**src/rtl/piso_shift_transmitter_pkg.sv**
```systemverilog
// Shared types and defaults for the shift-register transmit/receive path.
// Also imported by the serial-in register bench, so keep it dependency-free.
package shift_pkg;

    typedef enum logic {
        IDLE  = 1'b0,
        SHIFT = 1'b1
    } tx_state_t;

    localparam int SHIFT_WIDTH_DEF = 8;

endpackage

```
**src/rtl/piso_shift_transmitter_bit_counter.sv**
```systemverilog
// Bit-position counter for the transmitter: counts bits already on the wire
// and saturates at WIDTH-1 so it can never wrap inside a frame.
module bit_counter #(
    parameter int WIDTH = 8
) (
    input  logic                     clk,
    input  logic                     reset,
    input  logic                     clear,
    input  logic                     inc,
    output logic [$clog2(WIDTH)-1:0] cnt,
    output logic                     at_last
);

    localparam int            CW       = $clog2(WIDTH);
    localparam logic [CW-1:0] LAST_IDX = CW'(WIDTH - 1);

    // Counter register: clear has priority over increment, hold at the last index.
    always_ff @(posedge clk) begin
        if (!reset) begin
            cnt <= {CW{1'b0}};
        end else if (clear) begin
            cnt <= {CW{1'b0}};
        end else if (inc && !at_last) begin
            cnt <= cnt + CW'(1);
        end else begin
            cnt <= cnt;
        end
    end

    assign at_last = (cnt == LAST_IDX);

endmodule

```
**src/rtl/piso_shift_transmitter.sv**
```systemverilog
// Parallel-in, serial-out transmitter: accepts a word on a valid/ready
// handshake and streams it out one bit per clock with a frame-end marker.
module piso_shift_transmitter
    import shift_pkg::*;
#(
    parameter int WIDTH     = SHIFT_WIDTH_DEF,
    parameter bit MSB_FIRST = 1'b1
) (
    input  logic             clk,
    input  logic             reset,
    input  logic [WIDTH-1:0] load_data,
    input  logic             load_valid,
    output logic             load_ready,
    output logic             sout,
    output logic             sout_valid,
    output logic             last
);

    localparam int CW = $clog2(WIDTH);

    tx_state_t        state_r;
    tx_state_t        state_nxt_s;
    logic [WIDTH-1:0] sreg_r;
    logic [WIDTH-1:0] sreg_nxt_s;
    logic [WIDTH-1:0] shifted_s;
    logic [CW-1:0]    cnt_s;
    logic             at_last_s;
    logic             accept_s;
    logic             clear_s;
    logic             inc_s;

    bit_counter #(
        .WIDTH (WIDTH)
    ) u_bit_counter (
        .clk     (clk),
        .reset   (reset),
        .clear   (clear_s),
        .inc     (inc_s),
        .cnt     (cnt_s),
        .at_last (at_last_s)
    );

    // Handshake and counter control; a new word may land on the final bit cycle.
    always_comb begin
        load_ready = reset && ((state_r == IDLE) || ((state_r == SHIFT) && at_last_s));
        accept_s   = load_valid && load_ready;
        clear_s    = accept_s || ((state_r == SHIFT) && at_last_s);
        inc_s      = (state_r == SHIFT) && !at_last_s;
        if (MSB_FIRST) begin
            shifted_s = {sreg_r[WIDTH-2:0], 1'b0};
        end else begin
            shifted_s = {1'b0, sreg_r[WIDTH-1:1]};
        end
    end

    // Next-state and shift-register update.
    always_comb begin
        state_nxt_s = state_r;
        sreg_nxt_s  = sreg_r;
        case (state_r)
            IDLE: begin
                if (accept_s) begin
                    state_nxt_s = SHIFT;
                    sreg_nxt_s  = load_data;
                end else begin
                    state_nxt_s = IDLE;
                    sreg_nxt_s  = sreg_r;
                end
            end
            SHIFT: begin
                if (!at_last_s) begin
                    state_nxt_s = SHIFT;
                    sreg_nxt_s  = shifted_s;
                end else if (accept_s) begin
                    state_nxt_s = SHIFT;
                    sreg_nxt_s  = load_data;
                end else begin
                    state_nxt_s = IDLE;
                    sreg_nxt_s  = {WIDTH{1'b0}};
                end
            end
            default: begin
                state_nxt_s = IDLE;
                sreg_nxt_s  = {WIDTH{1'b0}};
            end
        endcase
    end

    // State and data registers; reset discards any frame in flight.
    always_ff @(posedge clk) begin
        if (!reset) begin
            state_r <= IDLE;
            sreg_r  <= {WIDTH{1'b0}};
        end else begin
            state_r <= state_nxt_s;
            sreg_r  <= sreg_nxt_s;
        end
    end

    // Serial outputs depend only on registered state, never on the inputs.
    always_comb begin
        if (state_r == SHIFT) begin
            sout       = MSB_FIRST ? sreg_r[WIDTH-1] : sreg_r[0];
            sout_valid = 1'b1;
            last       = at_last_s;
        end else begin
            sout       = 1'b0;
            sout_valid = 1'b0;
            last       = 1'b0;
        end
    end

endmodule

```
**config.mk**
```make
export PLATFORM = sky130hd
export DESIGN_NAME = piso_shift_transmitter
export DESIGN_NICKNAME = d
export VERILOG_FILES = /design/src/rtl/piso_shift_transmitter_pkg.sv /design/src/rtl/piso_shift_transmitter_bit_counter.sv /design/src/rtl/piso_shift_transmitter.sv
export SDC_FILE = /design/constraint.sdc
export NUM_CORES = 1
export LEC_CHECK = 0
export ABC_AREA = 0
export CAP_MARGIN = 20
export CORE_MARGIN = 2
export CORE_UTILIZATION = 48
export CTS_CLUSTER_SIZE = 14
export DETAILED_ROUTE_END_ITERATION = 6
export PLACE_DENSITY = 0.81
export SLEW_MARGIN = 5
export SYNTH_ARGS = -nofsm -noshare
export SYNTH_HDL_FRONTEND = slang
export SYNTH_HIERARCHICAL = 1
export SYNTH_SLANG_ARGS = --single-unit
```
**constraint.sdc**
```tcl
create_clock -name clk -period 1.8 [get_ports clk]
set_input_delay 0.27 -clock clk [delete_from_list [all_inputs] [get_ports clk]]
set_output_delay 0.27 -clock clk [all_outputs]
set_load 0.03 [all_outputs]
```
==> flow_summary.json, run 1 <==
{
  "syn-cell-area_um2": 709,
  "cts_tree": "yes",
  "fin_crit_sh_pct": 94.4,
  "std_cell_rows": 13,
  "timing.fmax_ghz": 0.589,
  "report.final.setup_viol": 0,
  "number_of_vias_per_cell_after_detailed_routing": 5.65,
  "die_x_um": 42.4,
  "antenna_cells_inserted": 0,
  "grt_pass1_vias": 568,
  "period_needed_ns": 1.70,
  "timing.hold.worst.class": "reg2reg",
  "finalNonFillerCells": 102,
  "final-hold-violation-count": 0,
  "vias": 576,
  "drive_gt1_share_pct": 34.5,
  "p_leak_nw": 0.344,
  "worst-path-max-fanout": 5,
  "timing.critical_path.max_delay_family": "adder cells",
  "htree_levels": 1,
  "place_inst": 98,
  "finalInstanceArea_um2": 908,
  "layout.nets": 101,
  "synth_cell_type_count": 22,
  "final.setup_skew_ns": 0.00466,
  "cts.sink_count": 12,
  "worst_slew_margin_rel_pct": 79.2,
  "synthesis.area_per_instance_um2": 10.4,
  "startpoint_type": "flop",
  "postLayoutCoreUtil_pct": 68.1,
  "drt-pass1-iter-count": 4,
  "grt_use_total_pct": 17.2,
  "ratio_of_total_power_to_cell_area_nw_per_um2": 723,
  "longest_individual_stage_delay_on_the_worst_path_ns": 0.37,
  "critical_path.n_buffers_inverters": 1,
  "worst-setup-path-type": "reg2out",
  "timing.final.ws_setup_ns": 0.102,
  "cts_root_buf": "clkbuf_4",
  "initial_utilization_pct": 53.2,
  "netlist_instances": 68,
  "power.total_mw": 0.657,
  "die_y_um": 42.4,
  "core_area_um2": 1330,
  "synth.ff_latch_count": 12,
  "place_area_um2": 870,
  "drc": 0,
  "arrival_ns": 1.43,
  "crit_path_cell_trace": "ha_1 -> ha_2 -> nor2b_4 -> nor2b_1 -> buf_4",
  "worst_hold_slack_ns": 0.517,
  "clk-insertion-delay-late_ns": 0.28,
  "worst_slew_pin_slew_ns": 0.310,
  "grt_start_max_net_pins": 19,
  "preCtsSetupSlack_ns": 0.217,
  "grt_pass1_wl_mm": 2.33,
  "portBuffers": 14,
  "route.final.wire_length_mm": 1.38,
  "cts_hold_buf": 0,
  "ios": 15,
  "timing.critical_path.slowest_stage_cell": "dfxtp_1",
  "number_of_cts_inserted_buffers": 3,
  "timing.critical_path.required_ns": 1.53,
  "cts.reportedPaths.clkPinSlew_ns": 0.08,
  "end_kind": "output port",
  "synth_sequential_area_ratio_pct": 33.9,
  "synth_warnings": 6,
  "areaGrowthSynthToFinish_pct": 28.0,
  "die-area_um2": 1800,
  "outcome": "finished clean",
  "grt_antenna_before_repair": 0,
  "worst_vdd_drop_mv": 0.466,
  "avgRoutedWirePerCell_um": 13.5,
  "rsz0062_at_grt": "no",
  "grt-ovfl-total": 0,
  "final-max-slew-violation-count": 0,
  "drt_iter0_markers": 10,
  "max_cap_violations": 0,
  "final_antenna_net_count": 0,
  "synth_fp_nets": 81,
  "maximum_clock_insertion_buffer_count": 2,
  "routabilityCongestion": 0.745,
  "setup-tns-final_ns": 0,
  "place_hpwl_mm": 1.01
}
-- final cells by class --
type	instances	area, um^2
Clock buffer	4	36.3
Fill cell	117	425
Multi-Input combinational cell	50	425
Sequential cell	12	240
Tap cell	15	18.8
Timing Repair Buffer	21	188
-- worst min-delay path, stage by stage (launching register included) --
cell and delay [ns]:
dfxtp_1 0.34, mux2i_1 0.07, nor2_1 0.08
-- path summary, 6_finish.rpt --
path                                          start                                end  slack [ns]  cells after the start
setup / recovery  u_bit_counter/cnt[0]$_SDFFE_PP0P_                         load_ready        0.10                      5
hold / removal    u_bit_counter/cnt[1]$_SDFFE_PP0P_  u_bit_counter/cnt[1]$_SDFFE_PP0P_        0.52                      2
setup reg to reg  u_bit_counter/cnt[0]$_SDFFE_PP0P_  u_bit_counter/cnt[2]$_SDFFE_PP0P_        0.36                      6
hold reg to reg   u_bit_counter/cnt[1]$_SDFFE_PP0P_  u_bit_counter/cnt[1]$_SDFFE_PP0P_        0.52                      2
-- per-layer routing --
metal / track usage, % / share of wire, % / wire length [um] / vias up
met5: 0 / 0 / 0 / -
met4: 5.63 / 1.0 / 14 / 0
met3: 6.47 / 4.4 / 60 / 2
met2: 28.9 / 48 / 661 / 13
met1: 20.1 / 47 / 641 / 271
li1: - / - / - / 290
-- state kept, by name, indices dropped and copies added, names as in the netlist --
name,count
state_r,1
sreg_r,8
u_bit_counter/cnt,3
-- power by group --
group / internal [mW] / switching, mW
clock: 0.123 / 0.0960
combinational: 0.0735 / 0.0669
sequential: 0.285 / 0.0124
total: 0.482 / 0.175
-- cells by family (layout without fill, tap and decap cells) --
kind of cell,count (synthesis),after routing,share of synthesized area [%]
and+or+nand+nor,13,13,12.0
muxes,3,3,4.23
AOI/OAI and AO/OA,31,31,38.6
DFF,12,12,33.9
adders and majority gates,2,2,3.53
xor gates and xnor gates,1,1,1.23
buffers and inverters,6,25,6.52
-- placed cells by master, fill, tap and decap left out, drive strengths merged, types with 2 or more instances in the layout --
cell,count
a21oi,7
a22oi,7
and2,3
buf,9
clkbuf,4
clkdlybuf4s50,12
dfxtp,12
ha,2
mux2i,3
nor2,3
nor2b,3
o21bai,8
o31ai,7
-- cells in the mapped netlist (all sizes together) --
library cell	instances	area share [%]
o21bai	8	8.5
ha	2	3.5
clkbuf	1	0.53
o21a	1	1.1
xnor2	1	1.2
o21ai	1	0.70
a21oi	7	8.6
and3	1	0.88
mux2i	3	4.2
and2	3	2.6
nor2	3	1.6
nand2b	1	0.88
a22oi	7	12
buf	5	6.0
dfxtp	12	34
o31ai	7	7.4
nand2	1	0.53
nor2b	3	4.8
nand3	1	0.70
-- timing repair --
action / in CTS / in global routing
setup buffers: 0 / 0
gates resized for setup: 0 / 1
setup endpoints to repair: 0 / 2
Note: power is estimated with default switching activity, not from simulation.
==> run 2, diff against run 1 <==
RECOVER_POWER = 25   (was unset)
==> run 2 against run 1 <==
  * Hold slack about the same
  * Global-route usage unchanged
  * Setup slack improved by 0.0019 ns
  * Clock power barely moved
  * Sequential power is essentially flat
  * Critical path type unchanged
  * Largest power group unchanged
==> flow_summary.json, run 2 (synthesis gave the netlist of run 1 again) <==
{
  "outcome": "finished clean",
  "timing.hold.worst.class": "reg2reg",
  "htree_levels": 1,
  "worst_slew_margin_rel_pct": 79.2,
  "initial_utilization_pct": 53.2,
  "switching_share_pct": 26.7,
  "worst_vdd_drop_mv": 0.462,
  "min-delay-start": "u_bit_counter/cnt[1]$_SDFFE_PP0P_",
  "route.final.wire_length_mm": 1.38,
  "timing.rr.start": "u_bit_counter/cnt[0]$_SDFFE_PP0P_",
  "number_of_vias_per_cell_after_detailed_routing": 5.58,
  "worst_hold_slack_ns": 0.518,
  "die_y_um": 42.4,
  "combPwrFrac_pct": 21.2,
  "timing.reg2reg.worst_path_depth": 6,
  "biggestRegsByFlops": "sreg_r: 8 flops, u_bit_counter/cnt: 3 flops, state_r: 1 flops",
  "grt-ovfl-total": 0,
  "grt_start_max_net_pins": 19,
  "worst_slew_pin_slew_ns": 0.310,
  "drt_iter0_markers": 13,
  "ios": 15,
  "timing.critical_path.required_ns": 1.53,
  "startpoint_type": "flop",
  "int_pwr_mw": 0.480,
  "maximum_clock_insertion_buffer_count": 2,
  "portBuffers": 14,
  "crit_path_cell_trace": "ha_1 -> ha_2 -> nor2b_4 -> nor2b_1 -> buf_4",
  "layout_commonest_cell": "dfxtp_1",
  "r2r_slack_ns": 0.33,
  "report.final.setup_viol": 0,
  "cts.reportedPaths.clkPinSlew_ns": 0.08,
  "final.setup_skew_ns": 0.00453,
  "critical_path.n_buffers_inverters": 1,
  "largest_register_ffs": 8,
  "rsz0062_at_grt": "no",
  "clock_power_share_pct": 33.3,
  "power.total_mw": 0.655,
  "drt-pass1-iter-count": 4,
  "longest_individual_stage_delay_on_the_worst_path_ns": 0.36,
  "timing.critical_path.slowest_stage_cell": "dfxtp_1",
  "p_leak_nw": 0.343,
  "routabilityCongestion": 0.745,
  "vias": 569,
  "arrival_ns": 1.43,
  "max_flop_register": "sreg_r",
  "grt_pass1_vias": 568,
  "end_kind": "output port",
  "final-max-slew-violation-count": 0,
  "worst-path-max-fanout": 5,
  "die-area_um2": 1800,
  "layout.nets": 101,
  "antenna_cells_inserted": 0,
  "number_of_cts_inserted_buffers": 3,
  "grt_use_total_pct": 17.2,
  "grt_pass1_wl_mm": 2.33,
  "fillers": 118,
  "place_hpwl_mm": 1.01,
  "worstHoldPathCells": 2,
  "critical_path.reg2reg.endpoint": "sreg_r[2]$_SDFFE_PN0P_",
  "place_area_um2": 870,
  "commonest_non_fill_non_tap_cells_in_the_layout": "12 x dfxtp_1, 11 x clkdlybuf4s50_1, 8 x o21bai_1, 8 x buf_4",
  "final_antenna_net_count": 0,
  "hold-path-endpoint": "u_bit_counter/cnt[1]$_SDFFE_PP0P_",
  "net_sw_power_mw": 0.175,
  "grt_antenna_before_repair": 0,
  "cts_hold_buf": 0,
  "period_needed_ns": 1.70,
  "fin_crit_sh_pct": 94.2,
  "clk-insertion-delay-late_ns": 0.27,
  "die_x_um": 42.4,
  "cts_tree": "yes",
  "timing.critical_path.max_delay_family": "adder cells",
  "max_cap_violations": 0,
  "cts_root_buf": "clkbuf_4",
  "avgRoutedWirePerCell_um": 13.5,
  "std_cell_rows": 13,
  "ratio_of_total_power_to_cell_area_nw_per_um2": 723,
  "core_area_um2": 1330,
  "drc": 0,
  "drive_gt1_share_pct": 34.5,
  "areaGrowthSynthToFinish_pct": 27.7,
  "finalInstanceArea_um2": 906,
  "seqPwrFrac_pct": 45.5,
  "cts.sink_count": 12,
  "timing.fmax_ghz": 0.589,
  "worst-setup-path-type": "reg2out",
  "final-hold-violation-count": 0,
  "setup-tns-final_ns": 0
}
run 2: cell types whose count changed in the layout (fill, tap and decap cells not counted):
cell             before  now
clkbuf_2              0    1
buf_4                 9    8
clkdlybuf4s50_1      12   11
dlygate4sd3_1         0    1
run 2: area by class of cell:
cell class,count,area (um^2),share of cell area [%]
well taps,15,18.8,2.07
repair buffers,21,185,20.4
multi-input cells,50,425,47.0
clock buffers,4,36.3,4.01
flip-flops and latches,12,240,26.5
run 2: metal layers:
| layer | wire length, um | GRT usage (%) |
|---|---|---|
| met4 | 14 | 5.63 |
| met5 | 0 | 0 |
| met3 | 60 | 6.47 |
| met1 | 647 | 20.1 |
| met2 | 659 | 28.9 |
run 2: power groups by stage:
stage / sequential (mW) / combinational [mW] / clock [mW]
4_1_cts: 0.298 / 0.141 / 0.227
3_3_place_gp: 0.304 / 0.137 / 0
6_report: 0.298 / 0.139 / 0.218
2_1_floorplan: 0.304 / 0.0907 / 0
5_1_grt: 0.301 / 0.151 / 0.237
3_5_place_dp: 0.304 / 0.141 / 0
run 2: worst max-delay path by stage:
stage / startpoint / end / slack, ns / depth (start not counted)
5_1_grt: u_bit_counter/cnt[0]$_SDFFE_PP0P_ / load_ready / 0.008 / 5
6_report: u_bit_counter/cnt[0]$_SDFFE_PP0P_ / load_ready / 0.10 / 5
3_3_place_gp: load_valid / sreg_r[7]$_SDFFE_PN0P_ / 0.28 / 5
2_1_floorplan: u_bit_counter/cnt[0]$_SDFFE_PP0P_ / load_ready / 0.14 / 5
3_5_place_dp: load_valid / sreg_r[1]$_SDFFE_PN0P_ / 0.22 / 5
4_1_cts: u_bit_counter/cnt[0]$_SDFFE_PP0P_ / load_ready / 0.02 / 5
run 2: repair_timing:
item | in CTS | in global routing
setup endpoints to repair | 0 | 2
gates resized for setup | 0 | 1
setup buffers | 0 | 0
run 2: through the flow:
stage,std cells,util [%],setup slack [ns]
2_1_floorplan,68,-,0.142
3_3_place_gp,98,65.2,0.280
3_5_place_dp,98,65.2,0.217
4_1_cts,102,67.9,0.0177
5_1_grt,102,67.9,0.00813
6_report,102,67.9,0.104
run 2: tightest hold or removal path, stage by stage, from the launching register on:
cell,delay (ns)
dfxtp_1,0.34
mux2i_1,0.07
nor2_1,0.08
